[src/rtl/mul32_seq.sv]
// Sequential 32x32 shift-and-add multiplier that drives an external 64-bit ALU, one partial product per cycle.
// Optional signed support (magnitude multiply plus a final two's-complement FIX cycle) is enabled by MUL_SIGNED_EN.
module mul32_seq #(
    parameter logic [1:0] ADD_OP = 2'b00
) (
    input  logic        clk,
    input  logic        rst,
    input  logic        start,
    input  logic [31:0] x,
    input  logic [31:0] y,
`ifdef MUL_SIGNED_EN
    input  logic        sgn,
`endif
    output logic [63:0] alu_a,
    output logic [63:0] alu_b,
    output logic        alu_cin,
    output logic [1:0]  alu_op,
    input  logic [63:0] alu_s,
    input  logic        alu_cout,
    output logic        busy,
    output logic        done,
    output logic [63:0] p,
    output logic        ovf
);

    typedef enum logic [1:0] {
        IDLE = 2'd0,
        BUSY = 2'd1,
`ifdef MUL_SIGNED_EN
        FIX  = 2'd2,
`endif
        DONE = 2'd3
    } state_t;

    state_t      state_r;
    state_t      state_s;
    logic [31:0] m_r;
    logic [31:0] q_r;
    logic [63:0] p_r;
    logic [4:0]  k_r;
    logic        ovf_r;
    logic        busy_r;
    logic        done_r;
    logic [63:0] alu_a_s;
    logic [63:0] alu_b_s;
    logic        alu_cin_s;
    state_t      after_busy_s;
    logic [31:0] x_cap_s;
    logic [31:0] y_cap_s;

`ifdef MUL_SIGNED_EN
    logic        neg_r;

    // Two's-complement magnitude; 0x80000000 maps to itself, which is correct as an unsigned value.
    function automatic logic [31:0] mag32(input logic [31:0] v);
        mag32 = v[31] ? (~v + 32'd1) : v;
    endfunction

    // Operand capture values and the post-BUSY state for the signed build.
    always_comb begin
        x_cap_s = sgn ? mag32(x) : x;
        y_cap_s = sgn ? mag32(y) : y;
        after_busy_s = neg_r ? FIX : DONE;
    end
`else
    // Operand capture values and the post-BUSY state for the unsigned build.
    always_comb begin
        x_cap_s = x;
        y_cap_s = y;
        after_busy_s = DONE;
    end
`endif

    // State register plus registered busy/done decoded from the next state.
    always_ff @(posedge clk) begin
        if (rst) begin
            state_r <= IDLE;
            busy_r  <= 1'b0;
            done_r  <= 1'b0;
        end else begin
            state_r <= state_s;
            busy_r  <= (state_s != IDLE);
            done_r  <= (state_s == DONE);
        end
    end

    // Next-state logic and ALU operand steering.
    always_comb begin
        state_s   = state_r;
        alu_a_s   = 64'd0;
        alu_b_s   = 64'd0;
        alu_cin_s = 1'b0;
        case (state_r)
            IDLE: begin
                if (start) begin
                    state_s = BUSY;
                end else begin
                    state_s = IDLE;
                end
            end
            BUSY: begin
                alu_a_s = p_r;
                if (q_r[k_r]) begin
                    alu_b_s = {32'd0, m_r} << k_r;
                end else begin
                    alu_b_s = 64'd0;
                end
                if (k_r == 5'd31) begin
                    state_s = after_busy_s;
                end else begin
                    state_s = BUSY;
                end
            end
`ifdef MUL_SIGNED_EN
            FIX: begin
                alu_a_s   = ~p_r;
                alu_cin_s = 1'b1;
                state_s   = DONE;
            end
`endif
            DONE: begin
                state_s = IDLE;
            end
            default: begin
                state_s = IDLE;
            end
        endcase
    end

    // Datapath: operand capture on accepted start, accumulation in BUSY, negation in FIX.
    always_ff @(posedge clk) begin
        if (rst) begin
            m_r   <= 32'd0;
            q_r   <= 32'd0;
            p_r   <= 64'd0;
            k_r   <= 5'd0;
            ovf_r <= 1'b0;
`ifdef MUL_SIGNED_EN
            neg_r <= 1'b0;
`endif
        end else begin
            case (state_r)
                IDLE: begin
                    if (start) begin
                        m_r   <= x_cap_s;
                        q_r   <= y_cap_s;
                        p_r   <= 64'd0;
                        k_r   <= 5'd0;
                        ovf_r <= 1'b0;
`ifdef MUL_SIGNED_EN
                        neg_r <= sgn & (x[31] ^ y[31]);
`endif
                    end
                end
                BUSY: begin
                    p_r <= alu_s;
                    k_r <= k_r + 5'd1;
                    if (alu_cout) begin
                        ovf_r <= 1'b1;
                    end
                end
`ifdef MUL_SIGNED_EN
                FIX: begin
                    p_r <= alu_s;
                end
`endif
                default: begin
                end
            endcase
        end
    end

    assign alu_a   = alu_a_s;
    assign alu_b   = alu_b_s;
    assign alu_cin = alu_cin_s;
    assign alu_op  = ADD_OP;
    assign busy    = busy_r;
    assign done    = done_r;
    assign p       = p_r;
    assign ovf     = ovf_r;

endmodule

[config.mk]
export PLATFORM = sky130hd
export DESIGN_NAME = mul32_seq
export DESIGN_NICKNAME = d
export VERILOG_FILES = /design/src/rtl/mul32_seq.sv
export SDC_FILE = /design/constraint.sdc
export NUM_CORES = 1
export LEC_CHECK = 0
export BUFFER_PORTS_ARGS = -buffer_cell sky130_fd_sc_hd__clkbuf_2
export CORE_AREA = 2 2 96 191
export CTS_BUF_LIST = sky130_fd_sc_hd__clkbuf_2 sky130_fd_sc_hd__clkbuf_4 sky130_fd_sc_hd__clkbuf_8
export DETAILED_ROUTE_END_ITERATION = 10
export DIE_AREA = 0 0 98 193
export HOLD_SLACK_MARGIN = 0.02
export MAX_ROUTING_LAYER = met4
export PLACE_DENSITY = 0.82
export SLEW_MARGIN = 20
export SYNTH_ARGS = -nofsm -noshare
export SYNTH_HDL_FRONTEND = slang
export SYNTH_SLANG_ARGS = --single-unit
[constraint.sdc]
create_clock -name clk -period 6.7 [get_ports clk]
set_input_delay 1.34 -clock clk [delete_from_list [all_inputs] [get_ports clk]]
set_output_delay 1.34 -clock clk [all_outputs]
set_load 0.02 [all_outputs]
## Word-level counts from Yosys, hierarchy flattened

Index checks and enable logic that the tools add are counted.

- Register bits after elaboration: 138
- Input port bits: 132
- Output and inout bits: 198
- Logic and storage cells: 37

- $add $sub $neg: 1
- $lt $le $gt $ge: 1
- Equal/unequal tests: 5
- Shifts and indexed selects: 1
- Muxes and demuxes: 15
- Reduce and logical (&&, ||, !) cells: 6

Operators with widths:

| kind | number |
|---|---|
| 2-to-1 mux 64 bit | 4 |
| one-hot mux 64 bit (2 select lines) | 1 |
| left shift 32 x 5 -> 64 bit | 1 |
| one-hot mux 5 bit (2 select lines) | 1 |
| < comparator 5 x 6 -> 1 bit, second input constant | 1 |
| adder 5 x 1 -> 5 bit, second input constant | 1 |
| binary-select mux 1 bit (select 5 bit) | 1 |
| == test 5 bit, second input constant | 1 |
| 2-to-1 mux 5 bit | 1 |
| 2-to-1 mux 1 bit | 4 |
| inequality test 2 bit, second input constant | 2 |
| one-hot mux 2 bit (2 select lines) | 1 |
| AND reduction 2 bit | 2 |
| nonzero test 2 bit | 2 |
| AND reduction 3 bit | 1 |
| == test 2 x 1 -> 1 bit, second input constant | 1 |
| == test 2 bit, second input constant | 1 |
| logical NOT 2 bit | 1 |
| 2-to-1 mux 2 bit | 1 |
| one-hot mux 1 bit (2 select lines) | 1 |

## Longest topological paths before layout

Gate-level depths: netlist (run 1).

- Word-level depth: 4
- Gate-level depth with buffers: 9
- Gate-level depth less buffers: 5

## Worst setup path after synthesis (run 1)

OpenSTA, ideal clock, no wires.

- Path type: register -> output
- Start point: register k_r[0]
- End point: output port alu_b[2]
- Arrival time: 2.128 ns
- Data required time: 5.360 ns
- Slack: 3.232 ns
- Stages on the path, launching flop included: 8
- Path buffers: 3
- Cells stage by stage: dfxtp_1 > buf_6 > buf_8 > mux4_1 > nand3_1 > a311o_1 > buf_2 > nor4_1

- Longest elaborated chain between the ends: 4
- Elaborated cells between the ends (all ways): 5
- Those cells by class: shift: 1; mux: 4

RTL lines:

| item | line | RTL |
|---|---|---|
| start, declared | 40 | `logic [4:0] k_r;` |
| start signal, assigned | 157 | `k_r <= k_r + 5'd1;` |
| binary-select mux 1 bit (select 5 bit) | 103 | `if (q_r[k_r]) begin` |
| 2-to-1 mux 1 bit (implied by the code) | 103 |  |
| 2-to-1 mux 64 bit (*) | 103 |  |
| 2-to-1 mux 64 bit (*) | 93 | `case (state_r)` |
| end, declared | 15 | `output logic [63:0] alu_b,` |

Every way passes the cells marked *; elsewhere a longest branch is shown, timed or not. The select of a mux whose other input is x is not followed.

## Worst setup path in the final report (run 1)

- Start point: register k_r[2]
- End point: output port alu_b[44]

Same word-level chain as after synthesis.

==> results.json, run 1 <==
{
  "syn_area_sq_mm": 0.007775,
  "setup_viol": 0,
  "worstSetupEndpointType": "primary output",
  "finalSetupTns_ps": 0,
  "drive_gt1_frac": 0.3472,
  "crit_start": "k_r[2]$_SDFFE_PP0P_",
  "io_buffers": 325,
  "die_y_um": 193,
  "multi_input_area_sq_mm": 0.004583,
  "clock_sinks": 137,
  "cts_buffers": 17,
  "grt_max_degree": 134,
  "cts_setup_buffers": 0,
  "antenna_found_initial": 0,
  "grt_pass1_vias": 6967,
  "synth_edf_count": 0,
  "core-area_sq_mm": 0.01753,
  "r2r-start": "k_r[0]$_SDFFE_PP0P_",
  "nets": 1345,
  "rsz0062_at_grt": "false",
  "hpwl_mm": 17.87,
  "grt.total_usage": 0.2409,
  "h-tree-depth": 4,
  "irDropWorstVdd_mv": 0.1878,
  "worstSetupEndpoint": "alu_b[44]",
  "post-route-period-util": 0.7053,
  "worst-slew-pin-transition_ps": 1151,
  "die_width_um": 98,
  "dr.pass1.iters": 5,
  "fmax_mhz": 211.6,
  "r2r-end": "k_r[4]$_SDFFE_PP0P_",
  "yosysUniqueCellTypes": 49,
  "grt_pass1_wl_mm": 36.09,
  "hp-class": "register to register",
  "hold_buffers": 0,
  "final_common_cell": "clkbuf_2",
  "clk_latency_ps": 430,
  "cts_tree": "yes",
  "cts_root_buf": "clkbuf_8",
  "io_pins": 330,
  "diodes": 0,
  "overflow": 0,
  "clockBufferDepth": 2,
  "outcome": "finished, final reports clean",
  "yosysWarningCount": 0,
  "crit_fanout": 47,
  "postSynthAreaPerCell_sq_um": 8.193,
  "ys.flop_type": "dfxtp_1",
  "drc": 0,
  "die_area_sq_mm": 0.01891,
  "antenna_left": 0,
  "place_inst": 1404,
  "fin_crit_ps": 4726,
  "viasPerCell": 5.510,
  "hp-start": "q_r[22]$_SDFFE_PP0P_",
  "path_class": "register to primary output",
  "r2r_slack_ps": 4610,
  "wl_per_cell_um": 16.36,
  "routabilityCongestion": 0.9869,
  "fin_cells": 1437,
  "synth-async-reset-ratio": 0,
  "cp.required_ps": 5360,
  "r2r_cells": 6,
  "leakage_nw": 4.275,
  "ys_seq_elements": 137,
  "arrival_ps": 3390,
  "synth_cells": 949,
  "initialDrtViolationCount": 498,
  "skew_ps": 9.353,
  "cap_violations": 0,
  "final_cell_mix": "clkbuf_2, nand2_1, dfxtp_1",
  "wl_mm": 23.51,
  "finalHoldViolations": 0,
  "final-seq-area_sq_mm": 0.002745,
  "slew_headroom": 0.2311,
  "vias": 7918,
  "clk_pin_slew_ps": 80,
  "report.final.slew_viol_count": 0,
  "start_util": 0.4436,
  "power.density_mw_per_mm2": 197.6,
  "synth-seq-area-share": 0.3528,
  "fp-row-count": 69,
  "cts-resized-gates": 0,
  "fillCellCount": 1632,
  "area_growth_pct": 25.28,
  "crit_path_start_kind": "register"
}
critical path, cell delays in order, from the launching register on:
cell      delay (ps)
dfxtp_1          320
buf_4            410
clkinv_1         690
nand3_1          250
a311o_1          480
and2_4           500
nor2_1           110
clkbuf_2         180
worst min path at each step:
stage,to,slack [ps],cells after the start
2_1_floorplan,q_r[13]$_SDFFE_PP0P_,430,2
5_1_grt,q_r[11]$_SDFFE_PP0P_,480,2
4_1_cts,q_r[11]$_SDFFE_PP0P_,460,2
3_3_place_gp,q_r[15]$_SDFFE_PP0P_,440,2
3_5_place_dp,q_r[16]$_SDFFE_PP0P_,450,2
6_report,q_r[22]$_SDFFE_PP0P_,460,2
state kept, by name, indices dropped and copies added (netlist names):
signal / cells
p: 64
m_r: 32
state_r: 1
done: 1
q_r: 32
busy: 1
ovf: 1
k_r: 5
cell usage after synthesis (17+ instances only):
cell | number | area [sq um]
nand2_1 | 186 | 698.2
a21oi_1 | 81 | 405.4
dfxtp_1 | 137 | 2743
o22ai_1 | 21 | 131.4
a22oi_1 | 76 | 570.6
nor3_1 | 17 | 85.08
nor2_1 | 122 | 457.9
mux4_2 | 17 | 382.9
and2_1 | 74 | 462.9
mux2i_1 | 19 | 190.2
mux2_2 | 19 | 214.0
clkbuf_1 | 60 | 225.2
layout make-up:
class / count / area share
clock buffer: 18 / 0.02479
clock inverter: 14 / 0.01927
inverter: 2 / 0.0007707
multi-input combinational: 720 / 0.4705
sequential: 137 / 0.2818
tap: 213 / 0.02736
timing repair buffer: 333 / 0.1755
per-stage QoR:
stage	total power, mW	hold WS, ps	area (sq um)	worst slack (ps)	util
floorplan	1.120	431.5	7786	3232	-
global placement	1.220	437.8	9278	2583	0.5294
detailed placement	1.227	447.2	9278	2497	0.5294
CTS	1.939	457.8	9707	1987	0.5539
global route	2.012	476.0	9741	1697	0.5558
finish	1.924	458.5	9741	1974	0.5558
per-layer routing:
| metal | GRT usage | up-vias | wire, um |
|---|---|---|---|
| met4 | 0.09455 | 0 | 599 |
| li1 | - | 3842 | - |
| met5 | - | - | 0 |
| met2 | 0.3606 | 408 | 11160 |
| met3 | 0.04975 | 42 | 1943 |
| met1 | 0.3206 | 3626 | 9801 |
kinds of logic after synthesis:
kind of cell	Yosys count	share of synthesized area
and+or+nand+nor	438	0.2544
AOI/OAI and AO/OA	206	0.1743
DFF	137	0.3528
buffers and inverters	95	0.06292
muxes	70	0.1519
adders and majority gates	2	0.003218
other	1	0.0004823
report_power, final:
group	switching, mW	total, mW	internal, mW
Clock	0.330	0.711	0.381
Sequential	0.0348	0.890	0.855
Combinational	0.193	0.324	0.130
Total	0.558	1.92	1.37
Note: power is estimated with default switching activity, not from simulation.
==> inputs of run 2 (changes only) <==
--- a/config.mk
+++ b/config.mk
@@ -5,14 +5,15 @@
 export SDC_FILE = /design/constraint.sdc
 export NUM_CORES = 1
 export LEC_CHECK = 0
+export ABC_AREA = 1
 export BUFFER_PORTS_ARGS = -buffer_cell sky130_fd_sc_hd__clkbuf_2
-export CORE_AREA = 2 2 96 191
+export CORE_AREA = 2 2 98 195
 export CTS_BUF_LIST = sky130_fd_sc_hd__clkbuf_2 sky130_fd_sc_hd__clkbuf_4 sky130_fd_sc_hd__clkbuf_8
 export DETAILED_ROUTE_END_ITERATION = 10
-export DIE_AREA = 0 0 98 193
+export DIE_AREA = 0 0 100 197
 export HOLD_SLACK_MARGIN = 0.02
 export MAX_ROUTING_LAYER = met4
-export PLACE_DENSITY = 0.82
+export PLACE_DENSITY = 0.84
 export SLEW_MARGIN = 20
 export SYNTH_ARGS = -nofsm -noshare
 export SYNTH_HDL_FRONTEND = slang
==> constraint.sdc (replaced) <==
create_clock -name clk -period 3.86 [get_ports clk]
set_input_delay 0.772 -clock clk [delete_from_list [all_inputs] [get_ports clk]]
set_output_delay 0.772 -clock clk [all_outputs]
set_load 0.02 [all_outputs]
==> run 2 against run 1 <==
  * Synthesized cell count increased by 43%
  * Count of clock-buffer cells in the layout increased by 1
  * Clock power increased by 48%
  * Critical path type unchanged
  * Largest power group unchanged
==> results.json, run 2 <==
{
  "synth_edf_count": 0,
  "cp_slowest_stage_delay_ps": 570,
  "fillCellCount": 1845,
  "fp-row-count": 70,
  "combPwrFrac": 0.223,
  "switching_power_mw": 1.174,
  "synth_area_leaders": "dfxtp_1, nand2_1, nand3_1",
  "vias": 9769,
  "report.final.slew_viol_count": 0,
  "grt_pass1_wl_mm": 45.79,
  "die_y_um": 197,
  "yosysUniqueCellTypes": 26,
  "leakage_nw": 5.012,
  "cts_buffers": 17,
  "core-area_sq_mm": 0.01822,
  "synth_top_area_share": 0.3392,
  "grt_max_degree": 73,
  "cp_common_cell": "nand2_1",
  "synth_commonest_cells": "nand2_1, nand3_1, nor2_1",
  "finalSetupTns_ps": 0,
  "synth-seq-area-share": 0.3392,
  "power_frac_seq": 0.466,
  "grt.total_usage": 0.3035,
  "ys.flop_type": "dfxtp_1",
  "io_buffers": 325,
  "viasPerCell": 5.289,
  "drc": 0,
  "post-route-period-util": 0.9007,
  "synth_cells": 1358,
  "setup_viol": 0,
  "clk_pin_slew_ps": 80,
  "met3WireLength_mm": 2.270,
  "cts-resized-gates": 0,
  "routed-wl-met2_mm": 14.95,
  "irDropWorstVdd_mv": 0.2587,
  "r2r_cells": 6,
  "area_growth_pct": 23.15,
  "start_util": 0.4439,
  "dr.pass1.iters": 6,
  "synth-async-reset-ratio": 0,
  "place_ws_ps": 884.5,
  "worst-slew-pin-transition_ps": 811.7,
  "postSynthAreaPerCell_sq_um": 5.955,
  "hold_buffers": 0,
  "fmax_mhz": 287.6,
  "routabilityCongestion": 1.017,
  "die_area_sq_mm": 0.01970,
  "final-seq-area_sq_mm": 0.002744,
  "syn_area_sq_mm": 0.008087,
  "cts_tree": "yes",
  "multi_input_area_sq_mm": 0.004328,
  "rsz0062_at_grt": "false",
  "grt_pass1_vias": 9085,
  "holdPathStages": 2,
  "clk_latency_ps": 450,
  "hp-class": "register to register",
  "m1WireLength_mm": 10.61,
  "diodes": 0,
  "p_sw_frac": 0.3470,
  "crit_fanout": 38,
  "cts_setup_buffers": 0,
  "overflow": 0,
  "initialDrtViolationCount": 689,
  "slew_headroom": 0.4581,
  "cp.required_ps": 3090,
  "worstSetupEndpointType": "primary output",
  "place_inst": 1815,
  "skew_ps": 12.91,
  "wl_mm": 29.53,
  "die_width_um": 100,
  "antenna_left": 0,
  "ys_seq_elements": 137,
  "clock_sinks": 137,
  "hpwl_mm": 22.12,
  "yosysMostFrequentCell": "nand2_1",
  "outcome": "finished, final reports clean",
  "drive_gt1_frac": 0.2452,
  "final_common_cell": "nand2_1",
  "power.density_mw_per_mm2": 339.7,
  "path_class": "register to primary output",
  "cts_root_buf": "clkbuf_8",
  "finalHoldViolations": 0,
  "synth_area_leader_cell": "dfxtp_1",
  "crit_path_start_kind": "register",
  "clockBufferDepth": 2,
  "antenna_found_initial": 0,
  "slowest_stage": "dfxtp_1",
  "cap_violations": 0,
  "nets": 1752,
  "arrival_ps": 2700,
  "internal_power_mw": 2.209,
  "cp_cell_sequence": "buf_4 -> nor2_1 -> nand2_1 -> nand3_1 -> nand3_1 -> nand2_1 -> nand2_4 -> nand2_4 -> nand2_1 -> inv_1 -> clkbuf_2",
  "fin_util": 0.5466,
  "wl_per_cell_um": 15.99,
  "largest_reg_flops": 64,
  "yosysWarningCount": 0,
  "worst_slack_ps": 383.3,
  "topRoutingLayerUsed": "met4",
  "h-tree-depth": 4,
  "fin_cells": 1847,
  "final_cell_mix": "nand2_1, clkbuf_2, nand3_1",
  "io_pins": 330,
  "p_clk_frac": 0.311,
  "fin_crit_ps": 3477
}
[run 2: power by group through the flow]
stage	logic [mW]	registers [mW]	clock network (mW)
2_1_floorplan	0.489	1.63	0
3_3_place_gp	0.735	1.60	0
3_5_place_dp	0.746	1.61	0
4_1_cts	0.749	1.57	1.08
5_1_grt	0.845	1.59	1.14
6_report	0.756	1.58	1.05
[run 2: cell type report]
class / instances / area share
Clock buffer: 19 / 0.02500
Clock inverter: 13 / 0.009926
Inverter: 135 / 0.05089
Multi-Input combinational cell: 984 / 0.4346
Sequential cell: 137 / 0.2755
Tap cell: 216 / 0.02714
Timing Repair Buffer: 343 / 0.1769
[run 2: cell families after synthesis]
kind of cell | count (synthesis) | synth area share
other | 1 | 0.0004637
buffers and inverters | 240 | 0.1289
flip-flops | 137 | 0.3392
adder cells (fa/ha/maj) | 2 | 0.003094
AO/OA/AOI/OAI | 166 | 0.1035
AND/OR/NAND/NOR | 812 | 0.4249
[run 2: metrics by stage]
stage / hold slack (ps) / instance area, sq um / power [mW]
2_1_floorplan: 424.4 / 8098 / 2.115
3_3_place_gp: 444.4 / 9610 / 2.340
3_5_place_dp: 450.1 / 9610 / 2.351
4_1_cts: 462.4 / 9958 / 3.405
5_1_grt: 486.5 / 9958 / 3.568
6_report: 461.5 / 9958 / 3.383
[run 2: worst paths after layout]
check	slack (ps)	startpoint	end
max	380	k_r[1]$_SDFFE_PP0P_	alu_b[45]
min reg2reg	460	q_r[8]$_SDFFE_PP0P_	q_r[8]$_SDFFE_PP0P_
max reg2reg	1580	done$_SDFF_PP0_	p[31]$_SDFFE_PP0P_
min	460	q_r[8]$_SDFFE_PP0P_	q_r[8]$_SDFFE_PP0P_
[run 2: per-layer routing]
| metal | up-vias | global-route usage |
|---|---|---|
| met1 | 4330 | 0.3198 |
| li1 | 4819 | - |
| met2 | 524 | 0.5215 |
| met3 | 96 | 0.05248 |
| met5 | - | - |
| met4 | 0 | 0.1832 |
[run 2: worst max-delay path: cells and delay by family, from the launching register on]
family / cells / cell delay, ps
AND/OR/NAND/NOR: 8 / 1020
buffers and inverters: 3 / 640
flip-flops: 1 / 570
==> inputs of run 3 (changes only) <==
--- a/config.mk
+++ b/config.mk
@@ -13,7 +13,7 @@
 export DIE_AREA = 0 0 100 197
 export HOLD_SLACK_MARGIN = 0.02
 export MAX_ROUTING_LAYER = met4
-export PLACE_DENSITY = 0.84
+export PLACE_DENSITY = 0.81
 export SLEW_MARGIN = 20
 export SYNTH_ARGS = -nofsm -noshare
 export SYNTH_HDL_FRONTEND = slang
==> constraint.sdc (replaced) <==
create_clock -name clk -period 4.4 [get_ports clk]
set_input_delay 0.88 -clock clk [delete_from_list [all_inputs] [get_ports clk]]
set_output_delay 0.88 -clock clk [all_outputs]
set_load 0.02 [all_outputs]
==> run 3 against run 2 <==
  * Register-to-register slack improved by 800 ps
  * Non-clock buffer count fell by 3
  * Die area did not move
  * Via count fell by 0.15%
  * Utilization rose by 0.40 points
  * Largest cell class unchanged
  * Largest power group unchanged
==> results.json, run 3 (synthesized netlist as in run 2, its figures left out) <==
{
  "grt.total_usage": 0.3013,
  "worstSetupEndpointType": "primary output",
  "crit_path_start_kind": "register",
  "grt_pass1_wl_mm": 45.31,
  "clockBufferDepth": 2,
  "switching_power_mw": 1.016,
  "leakage_nw": 5.059,
  "overflow": 0,
  "cts-resized-gates": 0,
  "slew_headroom": 0.4195,
  "cp_cell_sequence": "inv_2 -> nand2_1 -> nand3_1 -> nand3_1 -> nand3_1 -> nand2_1 -> nand2_4 -> nand2_4 -> nand2_1 -> inv_1 -> clkbuf_2",
  "clk_latency_ps": 440,
  "finalHoldViolations": 0,
  "grt_max_degree": 73,
  "cap_violations": 0,
  "initialDrtViolationCount": 561,
  "dr.pass1.iters": 8,
  "largest_reg_flops": 64,
  "cts_tree": "yes",
  "power_frac_seq": 0.436,
  "worst-slew-pin-transition_ps": 869.4,
  "combPwrFrac": 0.205,
  "final_area_sq_mm": 0.01003,
  "final_cell_mix": "nand2_1, clkbuf_2, nand3_1",
  "cts_setup_buffers": 0,
  "setup_viol": 0,
  "irDropWorstVdd_mv": 0.2847,
  "cp_top_family": "simple AND/OR/NAND/NOR gates",
  "power.density_mw_per_mm2": 317.3,
  "clk_pin_slew_ps": 80,
  "skew_ps": 16.46,
  "core-area_sq_mm": 0.01822,
  "drc": 0,
  "grt_pass1_vias": 9080,
  "viasPerCell": 5.290,
  "finalSetupTns_ps": 0,
  "drive_gt1_frac": 0.2439,
  "post-route-period-util": 0.8665,
  "p_clk_frac": 0.359,
  "wl_per_cell_um": 15.85,
  "cts_buffers": 17,
  "path_class": "register to primary output",
  "antenna_found_initial": 0,
  "io_buffers": 325,
  "hp-class": "register to register",
  "hold_buffers": 0,
  "crit_start": "k_r[0]$_SDFFE_PP0P_",
  "report.final.slew_viol_count": 0,
  "fmax_mhz": 262.3,
  "p_sw_frac": 0.3191,
  "placed_cell_area_sq_mm": 0.009588,
  "vias": 9754,
  "io_pins": 330,
  "die_width_um": 100,
  "rsz0062_at_grt": "false",
  "area_growth_pct": 24.04,
  "r2r-start": "done$_SDFF_PP0_",
  "die_area_sq_mm": 0.01970,
  "cp_slowest_stage_delay_ps": 630,
  "critical_path_buf_inv_count": 3,
  "wl_mm": 29.23,
  "diodes": 0,
  "nets": 1749,
  "fp-row-count": 70,
  "final_common_cell": "nand2_1",
  "routabilityCongestion": 1.029,
  "crit_fanout": 45,
  "slowest_stage": "dfxtp_2",
  "outcome": "finished, final reports clean",
  "clock_sinks": 137,
  "die_y_um": 197,
  "h-tree-depth": 4,
  "internal_power_mw": 2.167,
  "cts_root_buf": "clkbuf_8",
  "start_util": 0.4439,
  "fin_crit_ps": 3813,
  "cp.required_ps": 3520,
  "arrival_ps": 2930,
  "power_mw": 3.183,
  "hp-start": "q_r[4]$_SDFFE_PP0P_",
  "antenna_left": 0,
  "hpwl_mm": 22.27
}
[run 3: cell count changes in the layout (fill, tap and decap cells not counted)]
cell	before	now
buf_4	18	15
clkinv_2	2	3
clkbuf_4	2	0
clkbuf_8	17	18
bufinv_16	0	4
clkinv_4	2	4
clkinvlp_4	6	1
inv_6	3	2
[run 3: worst register-to-register path, cell delays in order, from the launching register on]
cell     delay, ps
dfxtp_1        420
nor2_4          60
buf_4          340
nor2_4         260
buf_4          550
nand2_1        140
a21oi_1        170
[run 3: through the flow]
stage               utilization  hold slack, ps  setup slack, ps  cells
floorplan                     -           424.4             1956   1361
global placement         0.5263           447.7             1169   1812
detailed placement       0.5263           448.7             1103   1812
CTS                      0.5506           462.5            608.0   1844
global route             0.5506           482.7            329.1   1844
finish                   0.5506           458.6            587.3   1844
[run 3: path summary, 6_finish.rpt]
path                          to  cells past startpoint  slack [ps]
max reg2reg   p[27]$_SDFFE_PP0P_                      6        2380
min reg2reg  q_r[4]$_SDFFE_PP0P_                      2         460
min          q_r[4]$_SDFFE_PP0P_                      2         460
max                    alu_b[40]                     11         590
[run 3: layer usage]
layer | GRT usage | wire, um
met1 | 0.3159 | 10630
met2 | 0.5398 | 15320
met5 | - | 0
met4 | 0.1634 | 1596
met3 | 0.03617 | 1680
[run 3: area by class of cell]
type                            instances  area, sq um
Clock buffer                           18        247.7
Clock inverter                         14        195.2
Fill cell                            1911         8187
Inverter                              135        506.7
Multi-Input combinational cell        984         4328
Sequential cell                       137         2744
Tap cell                              216        270.3
Timing Repair Buffer                  340         1739
[run 3: power by group through the flow]
| stage | sequential [mW] | clock, mW | combinational, mW |
|---|---|---|---|
| after global routing | 1.40 | 1.21 | 0.732 |
| after CTS | 1.39 | 1.16 | 0.651 |
| after floorplan | 1.43 | 0 | 0.429 |
| final | 1.39 | 1.14 | 0.652 |
| after global placement | 1.42 | 0 | 0.640 |
| after detailed placement | 1.41 | 0 | 0.648 |
